### src/rtl/fir_coeff_reload_ctrl.sv
`default_nettype none
// +----------------------------------------------------------------------------+
// | fir_coeff_reload_ctrl                                                      |
// | Serial coefficient reload sequencer: shadow-bank writes, drain, commit.    |
// | Rev 1.0                                                                    |
// +----------------------------------------------------------------------------+
module fir_coeff_reload_ctrl #(
   parameter  int DATA_WIDTH = 24,
   parameter  int FIR_DEPTH  = 48,
   localparam int ADDR_WIDTH = $clog2(FIR_DEPTH)
) (
   input  logic                  i_clk,
   input  logic                  i_rst_n,
   input  logic                  i_en,
   input  logic                  i_cfg_start,
   input  logic                  i_cfg_din,
   input  logic                  i_cfg_din_valid,
   output logic                  o_cfg_ready,
   input  logic                  i_fir_idle,
   output logic                  o_fir_hold,
   output logic [ADDR_WIDTH-1:0] ov_coeff_addr,
   output logic [DATA_WIDTH-1:0] ov_coeff_data,
   output logic                  o_coeff_we,
   output logic                  o_coeff_commit,
   output logic                  o_busy
);

   localparam int BCNT_WIDTH = $clog2(DATA_WIDTH);
   localparam logic [BCNT_WIDTH-1:0] LAST_BIT  = BCNT_WIDTH'(DATA_WIDTH - 1);
   localparam logic [ADDR_WIDTH-1:0] LAST_WORD = ADDR_WIDTH'(FIR_DEPTH - 1);

   typedef enum logic [2:0] {
      ST_IDLE   = 3'd0,
      ST_SHIFT  = 3'd1,
      ST_WRITE  = 3'd2,
      ST_DRAIN  = 3'd3,
      ST_COMMIT = 3'd4
   } state_t;

   state_t                  state_q,    state_d;
   logic [BCNT_WIDTH-1:0]   bit_cnt_q,  bit_cnt_d;
   logic [ADDR_WIDTH-1:0]   word_cnt_q, word_cnt_d;
   logic [DATA_WIDTH-1:0]   sreg_q,     sreg_d;
   logic [ADDR_WIDTH-1:0]   addr_q,     addr_d;
   logic [DATA_WIDTH-1:0]   data_q,     data_d;

   always_ff @(posedge i_clk or negedge i_rst_n) begin
      if (!i_rst_n) begin
         state_q    <= ST_IDLE;
         bit_cnt_q  <= '0;
         word_cnt_q <= '0;
         sreg_q     <= '0;
         addr_q     <= '0;
         data_q     <= '0;
      end else begin
         state_q    <= state_d;
         bit_cnt_q  <= bit_cnt_d;
         word_cnt_q <= word_cnt_d;
         sreg_q     <= sreg_d;
         addr_q     <= addr_d;
         data_q     <= data_d;
      end
   end

   always_comb begin
      state_d        = state_q;
      bit_cnt_d      = bit_cnt_q;
      word_cnt_d     = word_cnt_q;
      sreg_d         = sreg_q;
      addr_d         = addr_q;
      data_d         = data_q;
      o_cfg_ready    = 1'b0;
      o_coeff_we     = 1'b0;
      o_coeff_commit = 1'b0;

      // With the enable low nothing advances and all strobes stay quiet.
      if (i_en) begin
         case (state_q)
            ST_IDLE: begin
               if (i_cfg_start) begin
                  state_d    = ST_SHIFT;
                  bit_cnt_d  = '0;
                  word_cnt_d = '0;
               end
            end
            ST_SHIFT: begin
               o_cfg_ready = 1'b1;
               if (i_cfg_din_valid) begin
                  sreg_d = {sreg_q[DATA_WIDTH-2:0], i_cfg_din};
                  if (bit_cnt_q == LAST_BIT) begin
                     state_d = ST_WRITE;
                     addr_d  = word_cnt_q;
                     data_d  = sreg_d;
                  end else begin
                     bit_cnt_d = bit_cnt_q + 1'b1;
                  end
               end
            end
            ST_WRITE: begin
               o_coeff_we = 1'b1;
               bit_cnt_d  = '0;
               if (word_cnt_q == LAST_WORD) begin
                  state_d = ST_DRAIN;
               end else begin
                  word_cnt_d = word_cnt_q + 1'b1;
                  state_d    = ST_SHIFT;
               end
            end
            ST_DRAIN: begin
               if (i_fir_idle) state_d = ST_COMMIT;
            end
            ST_COMMIT: begin
               o_coeff_commit = 1'b1;
               state_d        = ST_IDLE;
            end
            default: state_d = ST_IDLE;
         endcase
      end
   end

   // Write address/data are captured with the last bit so they hold between strobes.
   assign ov_coeff_addr = addr_q;
   assign ov_coeff_data = data_q;
   assign o_fir_hold    = (state_q == ST_DRAIN) || (state_q == ST_COMMIT);
   assign o_busy        = (state_q != ST_IDLE);

endmodule
`default_nettype wire
### config.mk
export PLATFORM = sky130hd
export DESIGN_NAME = fir_coeff_reload_ctrl
export DESIGN_NICKNAME = d
export VERILOG_FILES = /design/src/rtl/fir_coeff_reload_ctrl.sv
export SDC_FILE = /design/constraint.sdc
export NUM_CORES = 1
export LEC_CHECK = 0
export CORE_ASPECT_RATIO = 1.25
export CORE_MARGIN = 8
export CORE_UTILIZATION = 35
export CTS_CLUSTER_SIZE = 25
export DETAILED_ROUTE_END_ITERATION = 6
export PLACE_DENSITY = 0.58
export SYNTH_ARGS = -nofsm -noshare
export SYNTH_HDL_FRONTEND = slang
export SYNTH_SLANG_ARGS = --single-unit
### constraint.sdc
create_clock -name i_clk -period 1.8 [get_ports i_clk]
set_clock_uncertainty 0.2 [all_clocks]
set_input_delay 0.18 -clock i_clk [delete_from_list [all_inputs] [get_ports i_clk]]
set_output_delay 0.18 -clock i_clk [all_outputs]
set_load 0.01 [all_outputs]
==> flow_summary.json <==
{
  "status": "finished, violations left",
  "violations": "setup timing",
  "ant_nets": 0,
  "diodes": 0,
  "drv_slew": 0,
  "whs_ps": 180,
  "area.growth.synth_to_final_pct": 36.0,
  "vias": 1947,
  "peakVddDrop_mv": 0.532,
  "synth_cells": 211,
  "syn-num-nets": 220,
  "setup_viol": 54,
  "cp-start-kind": "register",
  "required_ps": 1820,
  "ys_seq_area_frac": 0.562,
  "io_pins": 42,
  "drtIter0Drc": 51,
  "via_per_inst": 4.94,
  "core_sq_um": 8240,
  "pre_cts_slack_ps": -195,
  "htree_levels": 3,
  "reg2reg_from": "state_q[2]",
  "stdcell_area_sq_um": 4060,
  "synth_area_sq_um": 2980,
  "die_y_um": 119,
  "yosysWarnings": 0,
  "clock.fmax_mhz": 535,
  "mostFrequentLayoutCell": "dfrtp_1",
  "first_pass_iters": 3,
  "avgSynthCellArea_sq_um": 14.1,
  "cts_sinks": 67,
  "portBuffers": 41,
  "hold_violations": 0,
  "dpl_cell_area_sq_um": 3690,
  "finalCritPeriodShare": 1.04,
  "start_util": 0.362,
  "cp.arrival_ps": 1890,
  "r2r_slack_ps": -70,
  "num_rows": 37,
  "finalPower_mw": 3.59,
  "clk_latency_ps": 340,
  "period_needed_ps": 1870,
  "grt_max_degree": 68,
  "synth_cell_type_count": 41,
  "worstPathMaxFanout": 19,
  "yosys-top-cells-area": "dfrtp_1 56%, mux2_4 15%, mux2_2 9.8%, o21ai_0 2.2%, nand2_1 1.5%",
  "finalSetupTns_ps": -2610,
  "p_per_area_nw_per_um2": 886,
  "ys_seq_elements": 67,
  "worst_setup_path_end_kind": "register",
  "synth_top_area_share": 0.562,
  "grt_pass1_vias": 2088,
  "critPathKind": "register to register",
  "hp-class": "input pin to async pin",
  "gp_congestion": 0.789,
  "numCtsBuffers": 9,
  "clockRootBuffer": "clkbuf_8",
  "rsz0062_at_grt": "yes",
  "fin_nets": 301,
  "worst_pin_slew_ps": 366,
  "cts_tree": "done",
  "yosysTopAreaCell": "dfrtp_1",
  "drc": 0,
  "timing.rr.end": "ov_coeff_data[15]",
  "clock_path_buffers": 2,
  "overflow": 0,
  "routed_wl_um": 6050,
  "cts.clk_slew.worst_paths_ps": 70,
  "antenna_found_initial": 0,
  "fp.dieW_um": 98.6,
  "rr_worst_depth": 6,
  "worst_slack_ps": -68.3,
  "layout_common_cells": "66 x dfrtp_1, 35 x clkdlybuf4s50_1, 32 x mux2_4",
  "slew_headroom": 0.756,
  "maxCapViolations": 0,
  "grt_usage": 0.111,
  "drive_gt1_frac": 0.455,
  "wl_per_cell_um": 15.3,
  "leakagePower_nw": 1.99,
  "die_area_sq_um": 11800,
  "dpl.hpwl_um": 3970,
  "grt_pass1_wl_um": 10500
}
state kept, by name, summed over array words and instances (netlist names):
name / cells
ov_coeff_data: 24
sreg_q: 23
ov_coeff_addr: 6
word_cnt_q: 6
bit_cnt_q: 5
state_q: 3
metrics by stage:
| stage | util | instances |
|---|---|---|
| floorplan | - | 211 |
| global placement | 0.448 | 367 |
| detailed placement | 0.448 | 367 |
| CTS | 0.478 | 391 |
| global route | 0.492 | 394 |
| finish | 0.492 | 394 |
report_power, final:
group	leakage, nW	internal, mW	switching [mW]
clock network	0.0924	0.537	0.583
registers	0.916	1.66	0.114
logic	0.987	0.403	0.298
cells by family (layout without fill, tap and decap cells):
logic type,after synthesis,in the layout,synth area share
DFF,67,67,0.562
muxes,56,56,0.247
and+or+nand+nor,42,42,0.0839
AOI/OAI and AO/OA,31,31,0.0701
buffers and inverters,13,99,0.0281
adders and majority gates,2,2,0.00839
cells in the mapped netlist, drive strengths merged:
| cell | number |
|---|---|
| buf | 7 |
| a211oi | 1 |
| mux2i | 1 |
| a41oi | 1 |
| a31oi | 3 |
| nand2 | 13 |
| nor2 | 6 |
| inv | 4 |
| and4 | 1 |
| or4 | 1 |
| a21o | 2 |
| o31ai | 4 |
| nor3b | 2 |
| nand3 | 3 |
| o21a | 1 |
| or3b | 1 |
| nand2b | 2 |
| mux2 | 55 |
| o21ai | 13 |
| dfrtp | 67 |
| a21oi | 2 |
| and2 | 1 |
| ha | 2 |
| o31a | 1 |
| or2 | 2 |
| nand4b | 3 |
| nand4 | 2 |
| clkbuf | 2 |
| o211ai | 1 |
| a22oi | 1 |
| nor2b | 1 |
| and3 | 3 |
| and4b | 1 |
| a22o | 1 |
per-layer routing:
layer,wire length (um),vias to the layer above,GRT usage
met2,2980,31,0.175
met4,114,0,0.0577
met3,203,10,0.0326
met5,0,-,0
li1,-,926,-
met1,2740,980,0.133
worst max-delay path: stages, from the launching register on:
cell and delay (ps):
dfrtp_1 410, buf_6 130, nor3b_4 210, and3_4 250, nand2_4 70, buf_12 170, mux2_4 300
repair_timing:
action / in CTS / in global routing
setup buffers: 7 / 3
pin swaps: 3 / 7
hold endpoints to repair: 67 / 0
setup endpoints to repair: 43 / 67
hold buffers: 1 / 0
resized for setup: 32 / 26
cell type report:
class / count / area, sq um
Clock buffer: 10 / 138
Clock inverter: 6 / 40.0
Fill cell: 743 / 4180
Inverter: 4 / 15.0
Multi-Input combinational cell: 131 / 1310
Sequential cell: 67 / 1680
Tap cell: 97 / 121
Timing Repair Buffer: 79 / 754
worst max-delay path by stage:
stage / endpoint / slack, ps / start / cells after the start
6_report: ov_coeff_data[15] / -70 / state_q[2] / 6
5_1_grt: ov_coeff_addr[4] / -120 / state_q[2] / 6
4_1_cts: ov_coeff_data[21] / -70 / state_q[2] / 6
3_5_place_dp: word_cnt_q[3] / -200 / i_en / 5
3_3_place_gp: word_cnt_q[3] / -220 / i_en / 5
2_1_floorplan: ov_coeff_addr[0] / -30 / state_q[1] / 6
No activity file was read; power rests on OpenSTA's default activity.
